==> src/rtl/micropro_pipe_if.sv <==
// Instruction/result bus of the two-stage micro-processor pipe.
interface micropro_pipe_if #(
  parameter int XLEN = 32
);
  logic [31:0]     instr;
  logic            instr_valid;
  logic [XLEN-1:0] result;
  logic            result_valid;
  logic [4:0]      wb_rd;
  logic            invalid;

  // Instruction source side
  modport master (
    output instr, instr_valid,
    input  result, result_valid, wb_rd, invalid
  );

  // Pipeline side
  modport slave (
    input  instr, instr_valid,
    output result, result_valid, wb_rd, invalid
  );
endinterface

==> src/rtl/micropro_pipe.sv <==
// Two-stage (ID -> EX/WB) R-type datapath with internal register file,
// EX->ID forwarding, hardwired-zero r0, index checking and optional MUL.
module micropro_pipe #(
  parameter int XLEN   = 32,
  parameter int NREGS  = 32,
  parameter int EN_MUL = 1
) (
  input  logic               clk,
  input  logic               rst_n,
  micropro_pipe_if.slave     bus
);
  localparam int SHW = $clog2(XLEN);

  typedef enum logic [3:0] {
    OP_ADD, OP_SUB, OP_SLL, OP_SRL, OP_SRA,
    OP_SLT, OP_SLTU, OP_XOR, OP_OR, OP_AND, OP_MUL
  } op_e;

  logic [6:0] opc, f7;
  logic [2:0] f3;
  logic [4:0] rs1, rs2, rd;
  assign opc = bus.instr[6:0];
  assign rd  = bus.instr[11:7];
  assign f3  = bus.instr[14:12];
  assign rs1 = bus.instr[19:15];
  assign rs2 = bus.instr[24:20];
  assign f7  = bus.instr[31:25];

  logic [XLEN-1:0] rf_q [NREGS];

  // [0]: legal op held in ID regs (EX this cycle); [1]: retired last edge
  logic [1:0]      vld_pipe_q;
  logic [1:0]      inv_pipe_q;
  op_e             op_q;
  logic [4:0]      rd_q;
  logic [XLEN-1:0] a_q, b_q;
  logic [XLEN-1:0] alu_y;
  logic [XLEN-1:0] result_q;
  logic [4:0]      wb_rd_q;

  op_e             dec_op;
  logic            dec_ok, idx_ok, legal;
  logic [XLEN-1:0] rf_a, rf_b, a_d, b_d;
  logic [SHW-1:0]  shamt;

  // Opcode/funct3 decode; funct7 and indices are checked separately
  always_comb begin
    dec_op = OP_ADD;
    dec_ok = 1'b0;
    case (opc)
      7'b0000001: case (f3)
        3'b000: begin dec_op = OP_ADD; dec_ok = 1'b1; end
        3'b001: begin dec_op = OP_SUB; dec_ok = 1'b1; end
        default: ;
      endcase
      7'b0000011: case (f3)
        3'b000: begin dec_op = OP_SLL; dec_ok = 1'b1; end
        3'b001: begin dec_op = OP_SRL; dec_ok = 1'b1; end
        3'b010: begin dec_op = OP_SRA; dec_ok = 1'b1; end
        default: ;
      endcase
      7'b0000111: case (f3)
        3'b000: begin dec_op = OP_SLT;  dec_ok = 1'b1; end
        3'b001: begin dec_op = OP_SLTU; dec_ok = 1'b1; end
        default: ;
      endcase
      7'b0001111: case (f3)
        3'b000: begin dec_op = OP_XOR; dec_ok = 1'b1; end
        3'b001: begin dec_op = OP_OR;  dec_ok = 1'b1; end
        3'b010: begin dec_op = OP_AND; dec_ok = 1'b1; end
        default: ;
      endcase
      7'b0011111: if (f3 == 3'b000 && EN_MUL != 0) begin
        dec_op = OP_MUL; dec_ok = 1'b1;
      end
      default: ;
    endcase
  end

  assign idx_ok = ({1'b0, rs1} < 6'(NREGS)) && ({1'b0, rs2} < 6'(NREGS)) &&
                  ({1'b0, rd}  < 6'(NREGS));
  assign legal  = dec_ok && (f7 == 7'd0) && idx_ok;

  // Register-file read plus forwarding of the instruction now in EX
  always_comb begin
    rf_a = '0;
    rf_b = '0;
    for (int i = 0; i < NREGS; i++) begin
      if (rs1 == 5'(i)) rf_a = rf_q[i];
      if (rs2 == 5'(i)) rf_b = rf_q[i];
    end
    a_d = rf_a;
    b_d = rf_b;
    if (vld_pipe_q[0] && rd_q != 5'd0 && rd_q == rs1) a_d = alu_y;
    if (vld_pipe_q[0] && rd_q != 5'd0 && rd_q == rs2) b_d = alu_y;
  end

  // ID stage: latch decoded op and operands; rejected ops only raise a flag
  always_ff @(posedge clk or negedge rst_n) begin
    if (!rst_n) begin
      vld_pipe_q[0] <= 1'b0;
      inv_pipe_q[0] <= 1'b0;
      op_q          <= OP_ADD;
      rd_q          <= '0;
      a_q           <= '0;
      b_q           <= '0;
    end else begin
      vld_pipe_q[0] <= bus.instr_valid && legal;
      inv_pipe_q[0] <= bus.instr_valid && !legal;
      if (bus.instr_valid && legal) begin
        op_q <= dec_op;
        rd_q <= rd;
        a_q  <= a_d;
        b_q  <= b_d;
      end
    end
  end

  assign shamt = b_q[SHW-1:0];

  // ALU; everything wraps modulo 2^XLEN
  always_comb begin
    alu_y = '0;
    case (op_q)
      OP_ADD:  alu_y = a_q + b_q;
      OP_SUB:  alu_y = a_q - b_q;
      OP_SLL:  alu_y = a_q << shamt;
      OP_SRL:  alu_y = a_q >> shamt;
      OP_SRA:  alu_y = $unsigned($signed(a_q) >>> shamt);
      OP_SLT:  alu_y = XLEN'($signed(a_q) < $signed(b_q));
      OP_SLTU: alu_y = XLEN'(a_q < b_q);
      OP_XOR:  alu_y = a_q ^ b_q;
      OP_OR:   alu_y = a_q | b_q;
      OP_AND:  alu_y = a_q & b_q;
      OP_MUL:  alu_y = a_q * b_q;
      default: alu_y = '0;
    endcase
  end

  // EX stage: retire pulse, result and destination hold until next retire
  always_ff @(posedge clk or negedge rst_n) begin
    if (!rst_n) begin
      vld_pipe_q[1] <= 1'b0;
      inv_pipe_q[1] <= 1'b0;
      result_q      <= '0;
      wb_rd_q       <= '0;
    end else begin
      vld_pipe_q[1] <= vld_pipe_q[0];
      inv_pipe_q[1] <= inv_pipe_q[0];
      if (vld_pipe_q[0]) begin
        result_q <= alu_y;
        wb_rd_q  <= rd_q;
      end
    end
  end

  // Register file write-back; r0 is never written so it stays zero
  always_ff @(posedge clk or negedge rst_n) begin
    if (!rst_n) begin
      for (int i = 0; i < NREGS; i++) rf_q[i] <= XLEN'(i);
    end else if (vld_pipe_q[0]) begin
      for (int i = 1; i < NREGS; i++)
        if (rd_q == 5'(i)) rf_q[i] <= alu_y;
    end
  end

  assign bus.result       = result_q;
  assign bus.result_valid = vld_pipe_q[1];
  assign bus.wb_rd        = wb_rd_q;
  assign bus.invalid      = inv_pipe_q[1];
endmodule

==> src/flat_wrapper.sv <==
// flat-port wrapper written by rule: the top's interface ports become plain ports
module micropro_pipe_flat 
#(
  parameter int XLEN   = 32,
  parameter int NREGS  = 32,
  parameter int EN_MUL = 1
)
  (clk, rst_n, bus_instr, bus_instr_valid, bus_result, bus_result_valid, bus_wb_rd, bus_invalid);
  micropro_pipe_if #(.XLEN(XLEN)) bus_i ();
  input  logic clk;
  input  logic rst_n;
  input wire logic [$bits(bus_i.instr)-1:0] bus_instr;
  input wire logic [$bits(bus_i.instr_valid)-1:0] bus_instr_valid;
  output wire logic [$bits(bus_i.result)-1:0] bus_result;
  output wire logic [$bits(bus_i.result_valid)-1:0] bus_result_valid;
  output wire logic [$bits(bus_i.wb_rd)-1:0] bus_wb_rd;
  output wire logic [$bits(bus_i.invalid)-1:0] bus_invalid;
  assign bus_i.instr = bus_instr;
  assign bus_i.instr_valid = bus_instr_valid;
  assign bus_result = bus_i.result;
  assign bus_result_valid = bus_i.result_valid;
  assign bus_wb_rd = bus_i.wb_rd;
  assign bus_invalid = bus_i.invalid;
  micropro_pipe #(.XLEN(XLEN), .NREGS(NREGS), .EN_MUL(EN_MUL)) u_core (.clk(clk), .rst_n(rst_n), .bus(bus_i));
endmodule
==> config.mk <==
export PLATFORM = sky130hd
export DESIGN_NAME = micropro_pipe_flat
export DESIGN_NICKNAME = d
export VERILOG_FILES = /design/src/rtl/micropro_pipe_if.sv /design/src/rtl/micropro_pipe.sv /design/src/flat_wrapper.sv
export SDC_FILE = /design/constraint.sdc
export NUM_CORES = 2
export LEC_CHECK = 0
export ABC_CLOCK_PERIOD_IN_PS = 11200
export BUFFER_PORTS_ARGS = -buffer_cell sky130_fd_sc_hd__buf_4
export CAP_MARGIN = 20
export CORE_MARGIN = 2
export CORE_UTILIZATION = 41
export DETAILED_ROUTE_END_ITERATION = 10
export PLACE_DENSITY_LB_ADDON = 0.1
export RECOVER_POWER = 100
export SLEW_MARGIN = 0
export SYNTH_ARGS = -nofsm -noshare
export SYNTH_HDL_FRONTEND = slang
export SYNTH_SLANG_ARGS = --single-unit
export TNS_END_PERCENT = 50
==> constraint.sdc <==
create_clock -name clk -period 11.2 [get_ports clk]
set_clock_uncertainty 0.05 [all_clocks]
set_input_delay 1.68 -clock clk [delete_from_list [all_inputs] [get_ports clk]]
set_output_delay 1.68 -clock clk [all_outputs]
set_load 0.02 [all_outputs]
; ---- Word-level counts from Yosys, hierarchy flattened
; Cells that the tools add are included.
[word_totals]
input_bits = 35
word_cells = 289
reg_bits = 1106
output_inout_bits = 39
[classes]
n_mux = 77
n_shift = 3
bitwise_logic = 3
reduce_logical = 48
addsub = 2
magnitude_cmp = 2
mul = 1
n_eq_ne = 112
[ops]
columns = operator, n
row1 = 32-bit two-way mux, 66
row2 = 32-bit case mux with 11 select lines, 1
row3 = 5-bit == test (second input constant), 48
row4 = 5-bit by 4-bit == test with 1-bit output (second input constant), 24
row5 = 32-bit < comparator, 2
row6 = 2-bit AND reduction, 31
row7 = 5-bit by 3-bit == test with 1-bit output (second input constant), 12
row8 = 32-bit adder, 1
row9 = 32-bit AND, 1
row10 = 32-bit by 32-bit multiplier with 32-bit output, 1
row11 = 32-bit OR, 1
row12 = 32-bit by 5-bit left shift with 32-bit output, 1
row13 = 32-bit by 5-bit >> shifter with 32-bit output, 1
row14 = 32-bit by 5-bit >>> shifter with 32-bit output, 1
row15 = 32-bit subtractor, 1
row16 = 32-bit bitwise XOR, 1
row17 = 5-bit by 2-bit == test with 1-bit output (second input constant), 6
row18 = 4-bit case mux with 5 select lines, 1
row19 = 4-bit by 3-bit == test with 1-bit output (second input constant), 4
row20 = 5-bit by 1-bit == test with 1-bit output (second input constant), 3
row21 = 4-bit == test (second input constant), 3
row22 = 4-bit case mux with 3 select lines, 1
row23 = 5-bit == test, 2
row24 = 5-bit zero test, 2
row25 = 22 further kinds, 33

; ---- Longest topological paths before layout
[depth]
ltp_word = 34
ltp_mapped = 31

; ---- Worst setup path after synthesis
; OpenSTA, ideal clock, no wires.
[synth_path]
kind = reg-to-reg
start = reg u_core.b_q[3]
end = reg u_core.b_q[29]
slack_ns = 2.659
stages_incl_launch_ff = 30
setup_ns = 0.123
period_less_slack_ns = 8.541
arrival_time_ns = 8.368
path_cell_list = dfrtp_1 -> inv_1 -> buf_1 -> buf_1 -> clkbuf_1 -> buf_1 -> nor2_1 -> fa_1 -> inv_1 -> fa_1 -> fa_1 -> fa_1 -> inv_1 -> fa_1 -> inv_1 -> fa_1 -> inv_1 -> fa_1 -> fa_1 -> ha_1 -> o21a_1 -> o2111ai_1 -> o21ai_0 -> or3_1 -> a221oi_1 -> a21o_1 -> nor4_1 -> nor4b_4 -> a221o_1 -> o21ai_1
[synth_between]
elab_chain_cells = 3
word_cells_on_any_way = 8
[synth_lines]
columns = element, line_no
row1 = "start, declared", micropro_pipe.sv:36  ; logic [XLEN-1:0] a_q, b_q;
row2 = "start signal, assigned", micropro_pipe.sv:106  ; b_q <= '0;
row3 = "start signal, assigned", micropro_pipe.sv:114  ; b_q <= b_d;
row4 = 32-bit by 32-bit multiplier with 32-bit output (tied with other cells), micropro_pipe.sv:135  ; OP_MUL: alu_y = a_q * b_q;
row5 = 32-bit case mux with 11 select lines (*), micropro_pipe.sv:124  ; case (op_q)
row6 = 32-bit two-way mux (*), micropro_pipe.sv:95  ; if (vld_pipe_q[0] && rd_q != 5'd0 && rd_q == rs2) b_d = alu_y;
; Mark *: on every way between the ends. The rest lies on a longest branch, timed or not.
; A chain may end at the register's enable or synchronous reset.

; ---- Worst setup path after layout
[layout_path]
start = reg u_core.b_q[0]
end = reg u_core.b_q[29]
; The elaborated chain is that of the path after synthesis.

==> out/results.md <==
| Metric | Value | Unit |
|---|---|---|
| Result of the run | finished, violations left | - |
| Violations in the final reports | capacitance limit, slew limit | - |
| Share of layout cells above drive strength 1 | 10.3 | % |
| RSZ-0062 raised after global routing | false | - |
| Hold buffers post-CTS | 0 | - |
| Fraction of post-synthesis cell area in the top cell type by area | 32.1 | % |
| Slew HR | -463 | % |
| Number of global-route vias before repair | 75000 | - |
| Number of max-slew violations in the final report | 825 | - |
| Final instance area | 87500 | sq um |
| Largest vdd supply drop | 0.145 | mV |
| Post CTS Setup Buffer Count | 0 | - |
| DP Area | 83600 | sq um |
| Post-Syn Area | 80000 | sq um |
| Number of H-tree levels | 4 | - |
| Drt wl/cell | 35.6 | um |
| Number of buffers created by CTS | 133 | - |
| Final layout net count | 9745 | - |
| Syn_nets | 9996 | - |
| Synth Instances | 9331 | - |
| Fmax achieved | 94.4 | MHz |
| Met1 global-route usage | 48.9 | % |
| Detailed-route via count | 77700 | - |
| # setup viols final | 0 | - |
| Source of the worst register-to-register timing path | u_core.b_q[0] | - |
| Flip-flop and latch area | 27800 | sq um |
| Most area-consuming cells after synthesis | sky130_fd_sc_hd__dfrtp_1, sky130_fd_sc_hd__fa_1, sky130_fd_sc_hd__nor2_1 | - |
| I/O Pins | 74 | - |
| Critical path start-end classification | register to register | - |
| Pin count of the biggest net entering global routing | 153 | - |
| Initial standard-cell utilization of the core | 41.1 | % |
| Die area | 199000 | sq um |
| Global router's overall resource usage | 41.4 | % |
| First-pass GRT wire length | 586000 | um |
| Hold Path Origin | u_core.inv_pipe_q[0] | - |
| Most used routing layer | met2 | - |
| Final wirelength | 418000 | um |
| Area inside the core boundary | 194000 | sq um |
| Vias per cell | 6.62 | - |
| Crit path DAT | 11.20 | ns |
| Initial antenna violation count | 30 | - |
| Number of filler cells placed in the layout | 19200 | - |
| Relative area change from synthesis to final layout | 9.37 | % |
| Final global-route overflow total | 0 | - |
| Crit. End Element | register | - |
| Share of flip-flops with an asynchronous set or reset | 100 | % |
| Standby leakage power | 38.2 | nW |
| Final estimated routing congestion in global placement | 1.05 | - |
| Number of placed cells counting well taps | 11500 | - |
| Avg Inst Size Synth | 8.57 | sq um |
| Global-route met2 utilization | 63.3 | % |
| Die Span Y | 446 | um |
| Startpoint types | register | - |
| Worst Max-Slew Pin Slew | 8.45 | ns |
| Total clock sinks | 1106 | - |
| Register clock-pin slew on the reported worst setup and hold paths | 0.07 | ns |
| Area occupied by multi-input gates | 47300 | sq um |
| Post-Layout Cell Count | 11700 | - |
| Maximum clock path buffer count | 3 | - |
| Estimated wirelength of the detail-placed design | 294000 | um |
| Critical path fanouts, max | 44 | - |
| EDFF count, synth | 0 | - |
| Width of the die | 446 | um |
| Data required time of the worst path | 11.81 | ns |
| Insertion delay of the later-clocked pin in the worst-skew pair | 0.82 | ns |
| Drt drc | 0 | - |
| CP Launch Point | u_core.b_q[0] | - |
| Cell chosen for the clock root | sky130_fd_sc_hd__clkbuf_16 | - |
| Number of routed nets with antenna violations | 0 | - |
| Most common cell after layout, fill and taps aside | sky130_fd_sc_hd__nor2_1 | - |
| Share of the clock period used by the worst path after layout | 94.6 | % |
| CTS resizes | 0 | - |
| Total of flip-flops plus latches after synthesis | 1106 | - |
| Commonest cells after routing, fill and taps aside | sky130_fd_sc_hd__nor2_1, sky130_fd_sc_hd__dfrtp_1, sky130_fd_sc_hd__a21oi_1, sky130_fd_sc_hd__nand2_1, sky130_fd_sc_hd__o21ai_0 | - |
| Worst Hold Class | register to register | - |
| Share of the yosys chip area belonging to registers | 34.7 | % |
| Met3 demand-to-capacity share in global routing | 9.43 | % |
| Number of hold-slack violations in the final timing report | 0 | - |
| CTS tree | built | - |
| Total Neg Setup Slack | 0 | ns |
| Count of TritonRoute iterations in the first routing pass | 9 | - |
| Power per unit of standard cell area | 109 | nW/um^2 |
| Final period demand of the worst path | 10.59 | ns |
| Warnings, synthesis | 32 | - |
| Count of maximum capacitance violations | 22 | - |
| Drt initial violations | 9907 | - |
| Post-synthesis cell type with the largest combined area | sky130_fd_sc_hd__dfrtp_1 | - |
| Number of rows in the core area | 162 | - |
| # port buffers | 73 | - |
| Synth cell types | 111 | - |
| Main synth FF type | sky130_fd_sc_hd__dfrtp_1 | - |
## synthesized netlist by cell type (86+ instances only)
master / number
sky130_fd_sc_hd__clkbuf_1: 582
sky130_fd_sc_hd__nor2_1: 1417
sky130_fd_sc_hd__buf_2: 120
sky130_fd_sc_hd__nor3_1: 118
sky130_fd_sc_hd__a21oi_1: 996
sky130_fd_sc_hd__a22oi_1: 184
sky130_fd_sc_hd__o22ai_1: 249
sky130_fd_sc_hd__o221ai_1: 86
sky130_fd_sc_hd__ha_1: 220
sky130_fd_sc_hd__dfrtp_1: 1026
sky130_fd_sc_hd__mux2i_1: 159
sky130_fd_sc_hd__o21ai_0: 741
sky130_fd_sc_hd__nand2_1: 931
sky130_fd_sc_hd__fa_1: 410
sky130_fd_sc_hd__inv_1: 486
sky130_fd_sc_hd__a221oi_1: 111
## logic make-up after synthesis
kind of cell,after synthesis,share of synthesized area (%)
adders and majority gates,630,13.7
and+or+nand+nor,2850,15.0
AOI/OAI and AO/OA,3042,23.7
buffers and inverters,1296,6.61
DFF,1106,34.7
xor gates and xnor gates,91,1.01
muxes,316,5.25
## layer usage
| metal | vias to the layer above | part of all wire [%] |
|---|---|---|
| li1 | 32300 | - |
| met1 | 38600 | 36 |
| met2 | 5156 | 44 |
| met3 | 1647 | 9.4 |
| met4 | 36 | 11 |
| met5 | - | 0.081 |
## area by class of cell
cell class / instances / share of cell area (%)
multi-input cells: 6929 / 54.0
flip-flops and latches: 1106 / 31.8
clock buffers: 201 / 4.52
well taps: 2542 / 3.64
repair buffers: 407 / 3.43
inverters: 503 / 2.16
clock inverters: 40 / 0.431
diodes: 12 / 0.0343
## worst paths after layout
check                           slack (ns)  cells after the start                 end
worst min-delay path                  0.30                      0  u_core.bus.invalid
max in group asynchronous             1.88                      3    u_core.rf_q[444]
min in group asynchronous             4.04                      1    u_core.rf_q[804]
worst max register to register        0.61                     20      u_core.b_q[29]
worst max-delay path                  0.61                     20      u_core.b_q[29]
worst min register to register        0.30                      0  u_core.bus.invalid
## flip-flops by register name, indices dropped and copies added, names as in the netlist
register	flops
u_core.inv_pipe_q	1
u_core.bus.invalid	1
u_core.rd_q	5
u_core.op_q	4
u_core.a_q	32
u_core.bus.result_valid	1
u_core.b_q	32
u_core.bus.result	32
u_core.bus.wb_rd	5
u_core.rf_q	992
u_core.vld_pipe_q	1
## worst max-delay path, stage by stage, from the launching register on
cell and delay, ns:
sky130_fd_sc_hd__dfrtp_1 2.04, sky130_fd_sc_hd__and2_0 0.75, sky130_fd_sc_hd__inv_1 0.17, sky130_fd_sc_hd__fa_1 0.61
sky130_fd_sc_hd__fa_1 0.60, sky130_fd_sc_hd__inv_1 0.06, sky130_fd_sc_hd__fa_1 0.48, sky130_fd_sc_hd__fa_1 0.58
sky130_fd_sc_hd__fa_1 0.43, sky130_fd_sc_hd__fa_1 0.53, sky130_fd_sc_hd__ha_1 0.42, sky130_fd_sc_hd__a21oi_1 0.17
sky130_fd_sc_hd__o21ai_0 0.18, sky130_fd_sc_hd__a21oi_1 0.53, sky130_fd_sc_hd__o21ai_0 0.17, sky130_fd_sc_hd__a2111oi_0 1.10
sky130_fd_sc_hd__o31ai_1 0.43, sky130_fd_sc_hd__nor4b_4 0.47, sky130_fd_sc_hd__buf_12 0.26, sky130_fd_sc_hd__a221o_1 0.19
sky130_fd_sc_hd__o21ai_0 0.09
## metrics by stage
step | hold slack, ns | setup WS (ns) | total power, mW | util [%]
floorplan | 0.281 | 2.66 | 4.57 | -
global placement | 0.287 | 1.89 | 5.10 | 43.0
detailed placement | 0.286 | 1.82 | 5.10 | 43.0
CTS | 0.303 | 1.73 | 9.50 | 45.3
global route | 0.308 | 0.715 | 9.72 | 45.0
finish | 0.303 | 0.610 | 9.50 | 45.0
## where the power goes
group	internal, mW	total [mW]	switching, mW
combinational	0.278	1.07	0.789
sequential	4.00	4.00	0.00225
clock	2.54	4.43	1.89
total	6.81	9.50	2.68
Note: power is estimated with default switching activity, not from simulation.
